**config.mk**
```make
export PLATFORM = sky130hd
export DESIGN_NAME = conv_job_scheduler
export DESIGN_NICKNAME = d
export VERILOG_FILES = /design/src/rtl/conv_job_scheduler.sv
export SDC_FILE = /design/constraint.sdc
export NUM_CORES = 1
export LEC_CHECK = 0
export CAP_MARGIN = 10
export CORE_AREA = 2 2 144 146
export CTS_CLUSTER_DIAMETER = 120
export DETAILED_ROUTE_END_ITERATION = 10
export DIE_AREA = 0 0 146 148
export GPL_ROUTABILITY_DRIVEN = 0
export MAX_ROUTING_LAYER = met4
export PLACE_DENSITY = 0.76
export SETUP_SLACK_MARGIN = 0.02
export SLEW_MARGIN = 25
export SYNTH_ARGS = -nofsm -noshare
export SYNTH_HDL_FRONTEND = slang
export SYNTH_SLANG_ARGS = --single-unit
```
**constraint.sdc**
```tcl
create_clock -name clk -period 3.5 [get_ports clk]
set_clock_uncertainty 0.1 [all_clocks]
set_input_delay 0.7 -clock clk [delete_from_list [all_inputs] [get_ports clk]]
set_output_delay 0.7 -clock clk [all_outputs]
set_load 0.005 [all_outputs]
```
**src/rtl/conv_job_scheduler.sv**
```systemverilog
// Job scheduler for the binary 3x3 convolution core: descriptor FIFO, launch FSM, SRAM address relocation.
// Define SCHED_TIMEOUT_EN to enable the start/run watchdogs that drive timeout_err.
module conv_job_scheduler #(
  parameter int FIFO_DEPTH     = 4,
  parameter int START_WAIT     = 8,
  parameter int TIMEOUT_CYCLES = 65535,
  parameter int ADDR_W         = 12
) (
  input  logic              clk,
  input  logic              reset_b,
  input  logic              job_valid,
  output logic              job_ready,
  input  logic [ADDR_W-1:0] job_in_base,
  input  logic [ADDR_W-1:0] job_w_base,
  input  logic [ADDR_W-1:0] job_out_base,
  output logic              core_run,
  input  logic              core_busy,
  input  logic [ADDR_W-1:0] core_sram_read_address,
  input  logic [ADDR_W-1:0] core_wmem_read_address,
  input  logic [ADDR_W-1:0] core_sram_write_address,
  output logic [ADDR_W-1:0] sram_read_address,
  output logic [ADDR_W-1:0] wmem_read_address,
  output logic [ADDR_W-1:0] sram_write_address,
  output logic              sched_busy,
  output logic              job_done,
  output logic [7:0]        jobs_done,
  output logic              timeout_err
);

  localparam int PTR_W = (FIFO_DEPTH > 1) ? $clog2(FIFO_DEPTH) : 1;
  localparam int CNT_W = PTR_W + 1;

  if (FIFO_DEPTH < 2 || (FIFO_DEPTH & (FIFO_DEPTH - 1)) != 0 ||
      START_WAIT < 2 || TIMEOUT_CYCLES < 2) begin : g_param_check
    $error("conv_job_scheduler: illegal parameter set");
  end

  typedef enum logic [2:0] {
    S_IDLE,
    S_LAUNCH,
    S_WAIT_BUSY,
    S_RUN,
    S_RETIRE
  } state_e;

  typedef struct packed {
    logic [ADDR_W-1:0] in_base;
    logic [ADDR_W-1:0] w_base;
    logic [ADDR_W-1:0] out_base;
  } desc_t;

  state_e           state_q, state_d;
  desc_t            fifo_q [FIFO_DEPTH];
  desc_t            active_q, active_d;
  logic [PTR_W-1:0] rd_ptr_q, rd_ptr_d;
  logic [PTR_W-1:0] wr_ptr_q, wr_ptr_d;
  logic [CNT_W-1:0] count_q, count_d;
  logic             job_ready_q, job_ready_d;
  logic             core_run_q, core_run_d;
  logic             job_done_q, job_done_d;
  logic [7:0]       jobs_done_q, jobs_done_d;
  logic             go_retire;
  logic             push, pop;

`ifdef SCHED_TIMEOUT_EN
  localparam int WD_MAX = (START_WAIT > TIMEOUT_CYCLES) ? START_WAIT : TIMEOUT_CYCLES;
  localparam int WD_W   = $clog2(WD_MAX + 1);
  logic [WD_W-1:0] wd_cnt_q, wd_cnt_d;
  logic            timeout_err_q, timeout_err_d;
`endif

  assign push = job_valid && job_ready_q;
  assign pop  = (state_q == S_RETIRE);

  // NOTE: descriptor storage has no reset; count_q gates every read, so stale entries are never used.
  always_ff @(posedge clk) begin
    if (push) begin
      fifo_q[wr_ptr_q] <= '{in_base: job_in_base, w_base: job_w_base, out_base: job_out_base};
    end
  end

  // NOTE: every signal assigned in an always_comb gets a default first, so no latch can be inferred.
  always_comb begin
    rd_ptr_d = rd_ptr_q;
    wr_ptr_d = wr_ptr_q;
    count_d  = count_q;
    if (push) wr_ptr_d = wr_ptr_q + PTR_W'(1);
    if (pop)  rd_ptr_d = rd_ptr_q + PTR_W'(1);
    if (push && !pop)      count_d = count_q + CNT_W'(1);
    else if (!push && pop) count_d = count_q - CNT_W'(1);
    // Registered from next occupancy: a pop while full only reopens the FIFO one cycle later.
    job_ready_d = (count_d != CNT_W'(FIFO_DEPTH));
  end

  always_comb begin
    state_d     = state_q;
    active_d    = active_q;
    core_run_d  = 1'b0;
    job_done_d  = 1'b0;
    jobs_done_d = jobs_done_q;
    go_retire   = 1'b0;
`ifdef SCHED_TIMEOUT_EN
    wd_cnt_d      = wd_cnt_q;
    timeout_err_d = timeout_err_q;
`endif
    unique case (state_q)
      S_IDLE: begin
        if (count_q != '0) begin
          active_d   = fifo_q[rd_ptr_q];
          state_d    = S_LAUNCH;
          core_run_d = 1'b1;
        end
      end
      S_LAUNCH: begin
        state_d = S_WAIT_BUSY;
`ifdef SCHED_TIMEOUT_EN
        // Counter holds cycles elapsed since the core_run cycle.
        wd_cnt_d = WD_W'(1);
`endif
      end
      S_WAIT_BUSY: begin
        if (core_busy) begin
          state_d = S_RUN;
`ifdef SCHED_TIMEOUT_EN
          wd_cnt_d = WD_W'(1);
        end else if (wd_cnt_q == WD_W'(START_WAIT - 1)) begin
          timeout_err_d = 1'b1;
          go_retire     = 1'b1;
        end else begin
          wd_cnt_d = wd_cnt_q + WD_W'(1);
`endif
        end
      end
      S_RUN: begin
        if (!core_busy) begin
          go_retire = 1'b1;
`ifdef SCHED_TIMEOUT_EN
        end else if (wd_cnt_q == WD_W'(TIMEOUT_CYCLES - 1)) begin
          timeout_err_d = 1'b1;
          go_retire     = 1'b1;
        end else begin
          wd_cnt_d = wd_cnt_q + WD_W'(1);
`endif
        end
      end
      S_RETIRE: state_d = S_IDLE;
      default:  state_d = S_IDLE;
    endcase
    if (go_retire) begin
      state_d     = S_RETIRE;
      job_done_d  = 1'b1;
      jobs_done_d = jobs_done_q + 8'd1;
    end
  end

  // NOTE: sequential state uses non-blocking assignments so every flop samples pre-edge values.
  always_ff @(posedge clk) begin
    if (reset_b) begin
      state_q     <= S_IDLE;
      active_q    <= '0;
      rd_ptr_q    <= '0;
      wr_ptr_q    <= '0;
      count_q     <= '0;
      job_ready_q <= 1'b0;
      core_run_q  <= 1'b0;
      job_done_q  <= 1'b0;
      jobs_done_q <= '0;
`ifdef SCHED_TIMEOUT_EN
      wd_cnt_q      <= '0;
      timeout_err_q <= 1'b0;
`endif
    end else begin
      state_q     <= state_d;
      active_q    <= active_d;
      rd_ptr_q    <= rd_ptr_d;
      wr_ptr_q    <= wr_ptr_d;
      count_q     <= count_d;
      job_ready_q <= job_ready_d;
      core_run_q  <= core_run_d;
      job_done_q  <= job_done_d;
      jobs_done_q <= jobs_done_d;
`ifdef SCHED_TIMEOUT_EN
      wd_cnt_q      <= wd_cnt_d;
      timeout_err_q <= timeout_err_d;
`endif
    end
  end

`ifdef SCHED_TIMEOUT_EN
  assign timeout_err = timeout_err_q;
`else
  assign timeout_err = 1'b0;
`endif

  assign job_ready  = job_ready_q;
  assign core_run   = core_run_q;
  assign job_done   = job_done_q;
  assign jobs_done  = jobs_done_q;
  assign sched_busy = (state_q != S_IDLE) || (count_q != '0);

  // Relocation wraps modulo 2^ADDR_W; the carry out is intentionally dropped.
  assign sram_read_address  = core_sram_read_address  + active_q.in_base;
  assign wmem_read_address  = core_wmem_read_address  + active_q.w_base;
  assign sram_write_address = core_sram_write_address + active_q.out_base;

endmodule

```
# Word-level counts from Yosys, hierarchy flattened
# Memories as Yosys holds them, arrays and structs flattened. A register that Yosys moved wholly into a read port is not among the register bits.
# Index checks and enable logic that the tools add are counted.
# Widths: inputs -> output; s select.
dict set report totals {
  n_memories 1
  elab_cells 56
  regBits 21
  output_inout_bits 49
  inputBits 76
  ramBits 144
}
# name words word_bits rd rd_clocked_by_memory_dff write_ports line_no
set mem_list {}
lappend mem_list {fifo_q 4 36 1 1 1 53} ;# desc_t fifo_q [FIFO_DEPTH];
dict set report op_classes {
  n_mux 12
  addsub 8
  reduce_logical 14
  bitwise 2
  eq_ne 10
}
# cell count
set ops {}
lappend ops {{$add 12x12->12} 3}
lappend ops {{$mux 3} 5}
lappend ops {{$pmux 3 s4} 1}
lappend ops {{$ne 3x3->1 const B} 3}
lappend ops {{$add 8x1->8 const B} 1}
lappend ops {{$eq 3x2->1 const B} 2}
lappend ops {{$mux 1} 6}
lappend ops {{$ne 2x2->1 const B} 3}
lappend ops {{$reduce_and 3->1} 2}
lappend ops {{$reduce_bool 3->1} 2}
lappend ops {{$add 2x1->2 const B} 2}
lappend ops {{$reduce_or 2->1} 2}
lappend ops {{$add 3x1->3 const B} 1}
lappend ops {{$eq 3x1->1 const B} 1}
lappend ops {{$eq 3x3->1 const B} 1}
lappend ops {{$logic_and 1x1->1} 3}
lappend ops {{$logic_not 3->1} 1}
lappend ops {{$sub 3x1->3 const B} 1}
lappend ops {{$logic_not 1->1} 2}
lappend ops {{$not 1->1} 2}
lappend ops {{$reduce_and 2->1} 1}
lappend ops {{$logic_or 1x1->1} 1}

# Depth between registers and ports, before layout
dict set report depth {
  depth_word 6
  ltp_mapped 8
  ltp_nobuf 7
}

# Least setup slack after synthesis
# OpenSTA, ideal clock, no wires.
dict set report synth_timing {
  path_type {in2out}
  start {input core_wmem_read_address[0]}
  end {output wmem_read_address[8]}
  stages 7
  arrival_ps 2326
  setup_slack_ps 374
  path_buffers 0
  required_ps 2700
  cell_sequence {ha_1 -> fa_1 -> a211oi_1 -> o21bai_1 -> a2111oi_0 -> nor3_1 -> xor2_1}
}
dict set report synth_via {
  elab_chain_cells 1
}
# item line_no
set synth_lines {}
lappend synth_lines {{start: declaration} 19} ;# input logic [ADDR_W-1:0] core_wmem_read_address,
lappend synth_lines {{$add 12x12->12} 203} ;# assign wmem_read_address = core_wmem_read_address + active_q.w_base;
lappend synth_lines {{end: declaration} 22} ;# output logic [ADDR_W-1:0] wmem_read_address,
# No other way between the ends.

# Final worst setup path
dict set report layout_timing {
  start {input core_sram_read_address[5]}
  end {output sram_read_address[10]}
}
dict set report layout_via {
  elab_chain_cells 1
}
# item line_no
set layout_lines {}
lappend layout_lines {{start: declaration} 18} ;# input logic [ADDR_W-1:0] core_sram_read_address,
lappend layout_lines {{$add 12x12->12} 202} ;# assign sram_read_address = core_sram_read_address + active_q.in_base;
lappend layout_lines {{end: declaration} 21} ;# output logic [ADDR_W-1:0] sram_read_address,
# No other way between the ends.

==> flow_summary.ini <==
[final_layout]
drive_gt1_share_pct = 25.6
diodes = 0
nets = 944
syn2layout_area_growth_pct = 34.3
stdcell_count = 1110

[die]
dieArea_sq_um = 21600
core_sq_um = 20000
initial_core_util_pct = 44.4
row_count = 52
die_x_um = 146
pin_count = 125
die_y_um = 148

[power]
peakVddDrop_uv = 423
p_leak_uw = 0.00434
powerDensity_nw_per_um2 = 687
finalPower_uw = 8200

[critical_path]
critPathBufInv = 2
cp_cell_sequence = clkdlybuf4s50_1 -> ha_4 -> nand4_1 -> or3_1 -> nand4_1 -> a21oi_2 -> xnor2_1 -> dlygate4sd2_1
cp_top_family = buffers and inverters
worstRegToRegCells = 7
cpPeakStageDelay_ns = 0.46
critPathLaunchType = primary input
cpMaxStageDelayCell = clkdlybuf4s50_1
arrival_ns = 2.60
cp-end-kind = output pin
critPathRequiredTime_ns = 2.70
crit_fanout = 4
crit_top_cell = nand4_1
setup.worst_path.class = primary input to output pin
worstSetupPathDepth = 8

[timing]
rsz0062_at_grt = yes
finalSetupTns_ns = 0
tightest_slew_ns = 0.733
drv_slew = 0
slew_headroom_pct = 51.1
finalCritPeriodShare_pct = 97.0
fin_ws_ns = 0.104
final.min_clock_period_ns = 3.40
clock.fmax_ghz = 0.294
setup_viol = 0
hold_violations = 0

[global_route]
grt_pass1_vias = 5923
grt_max_degree = 38
antenna_found_initial = 0
overflow = 0
gr-usage-all-layers_pct = 18.7
grt_pass1_wl_um = 31100

[synth]
synth_nets = 749
synthesis.area_sq_um = 8890
synth_edf_count = 144
synth_seq_area_share_pct = 61.5
synthArstFlopShare_pct = 0
synth_seq_cells = 201
yosysWarnings = 0
synth_cell_types = 44
syn_avg_cell_area_sq_um = 14.1
syn_inst = 629
synth_flop_cell = edfxtp_1

[worst_hold_path]
worst_hold_path_type = flip-flop to flip-flop
hold_depth = 2

[run]
maxCapViolations = 0

[route]
vias_per_cell = 5.25
drc = 0
drtIter0Drc = 298
wl_per_cell_um = 17.8
postRouteAntennaNets = 0
routed_wirelength_um = 19800
vias = 5832
first_pass_iters = 4

[placed_design]
place_ws_ns = -0.760
port_buffers = 123
dp_cells = 1056
dp_hpwl_um = 13000

[cts]
cts_tree = yes
ctsHtreeMaxLevel = 1
clockRootBuffer = clkbuf_16
clock_sink_count = 201
clk_pin_slew_ns = 0.06
insertion_delay_ns = 0.49
cts_buffer_depth = 3
cts_inserted_buffers = 22

[status]
status = finished, final reports clean
[area by class of cell]
cell class / instances / area, sq um
Fill cell: 1591 / 8100
Sequential cell: 201 / 5470
Multi-Input combinational cell: 396 / 3570
Timing Repair Buffer: 197 / 1780
Clock buffer: 28 / 624
Tap cell: 270 / 338
Clock inverter: 12 / 134
Inverter: 6 / 22.5
[Yosys cell counts (3+ instances only)]
master	count	area, sq um
a2111oi_0	3	26.3
a2111oi_4	3	82.6
a211oi_1	3	22.5
a21boi_1	3	22.5
a21o_1	9	67.6
a21oi_1	63	315
a21oi_2	3	26.3
a41oi_2	3	48.8
and2_1	9	56.3
and3_1	9	56.3
and3_4	3	33.8
buf_2	8	40.0
buf_4	3	22.5
clkbuf_1	14	52.6
dfxtp_1	57	1140
edfxtp_1	144	4320
fa_1	3	60.1
ha_1	41	513
inv_1	6	22.5
mux4_2	36	811
nand2_1	85	319
nand3_1	4	20.0
nand4_1	12	75.1
nor2_1	21	78.8
nor3_1	8	40.0
o21a_1	3	22.5
o21ai_0	8	40.0
o21bai_1	3	22.5
or3_1	3	18.8
xnor2_1	25	219
xor2_1	20	175
[layer usage]
layer / global-route usage [%] / routed length [um] / part of all wire [%]
met1: 23.1 / 8230 / 42
met2: 33.1 / 10400 / 53
met3: 2.47 / 756 / 3.8
met4: 4.27 / 381 / 1.9
met5: - / 0 / 0
[report_power, final]
part	internal [uW]	total [uW]	switching (uW)	leakage (uW)
Clock	1480	2380	899	0.000383
Combinational	1460	2770	1310	0.00218
Sequential	2880	3060	174	0.00178
Total	5820	8200	2380	0.00434
[cells in the final DEF, fill, tap and decap left out, types with 4 or more instances in the layout]
cell type        synthesis  routed
xnor2_1                 25      24
nand3_1                  4       4
nand2_1                 85      85
nor2_1                  21      21
buf_2                    8      10
clkdlybuf4s50_1          0      84
ha_4                     0      12
and3_1                   9       5
ha_1                    41      26
nor3_1                   8       6
o21ai_0                  8       8
buf_4                    3      69
edfxtp_1               144     144
dlygate4sd2_1            0      23
and3_2                   0       4
inv_1                    6       6
mux4_2                  36      36
dfxtp_1                 57      55
a2111oi_4                3       5
a21o_1                   9       9
clkbuf_16                0      23
a21oi_1                 63      59
a21oi_2                  3       7
buf_12                   0       4
nand4_1                 12      12
and2_1                   9       9
xor2_1                  20      20
clkinv_2                 0       8
[per-stage QoR]
stage	instance area, sq um	utilization, %	hold slack [ns]
after floorplan	8890	-	0.340
after global placement	10800	54.1	0.345
after detailed placement	10800	54.1	0.352
after CTS	11800	59.0	0.360
after global routing	11900	59.6	0.378
final	11900	59.6	0.358
[worst paths after layout]
kind                              from                         to  slack [ns]
max          core_sram_read_address[5]      sram_read_address[10]        0.10
min          active_q[34]$_SDFFE_PP0P_  active_q[34]$_SDFFE_PP0P_        0.36
max reg2reg      count_q[0]$_SDFF_PP0_  active_q[12]$_SDFFE_PP0P_        1.44
min reg2reg  active_q[34]$_SDFFE_PP0P_  active_q[34]$_SDFFE_PP0P_        0.36
[tightest hold or removal path: cells and delay by family (launching register included)]
kind            cells  cell delay [ns]
compound gates      1             0.05
simple gates        1             0.05
flops               1             0.31
[flip-flops by register name, indices dropped and copies added, names as in the netlist]
register,cells
fifo_q,144
active_q,36
jobs_done,8
count_q,3
state_q,3
rd_ptr_q,2
wr_ptr_q,2
core_run,1
job_done,1
job_ready,1
[cells by family after synthesis]
family | count (synthesis) | synth area share, %
mux | 37 | 9.23
fa+ha+maj | 44 | 6.45
compound gates | 108 | 8.19
other cells | 1 | 0.0422
xor+xnor | 45 | 4.43
buf+inv | 32 | 1.59
flops | 201 | 61.5
simple gates | 161 | 8.57
[what timing repair did]
item                                    CTS  global route
pin swaps                                48            28
endpoints found under the hold margin     0             0
hold buffers                              0             0
resized for setup                        97            19
buffers inserted                          9             6
endpoints found under the setup margin   25            14
(Power assumes the default switching activity.)
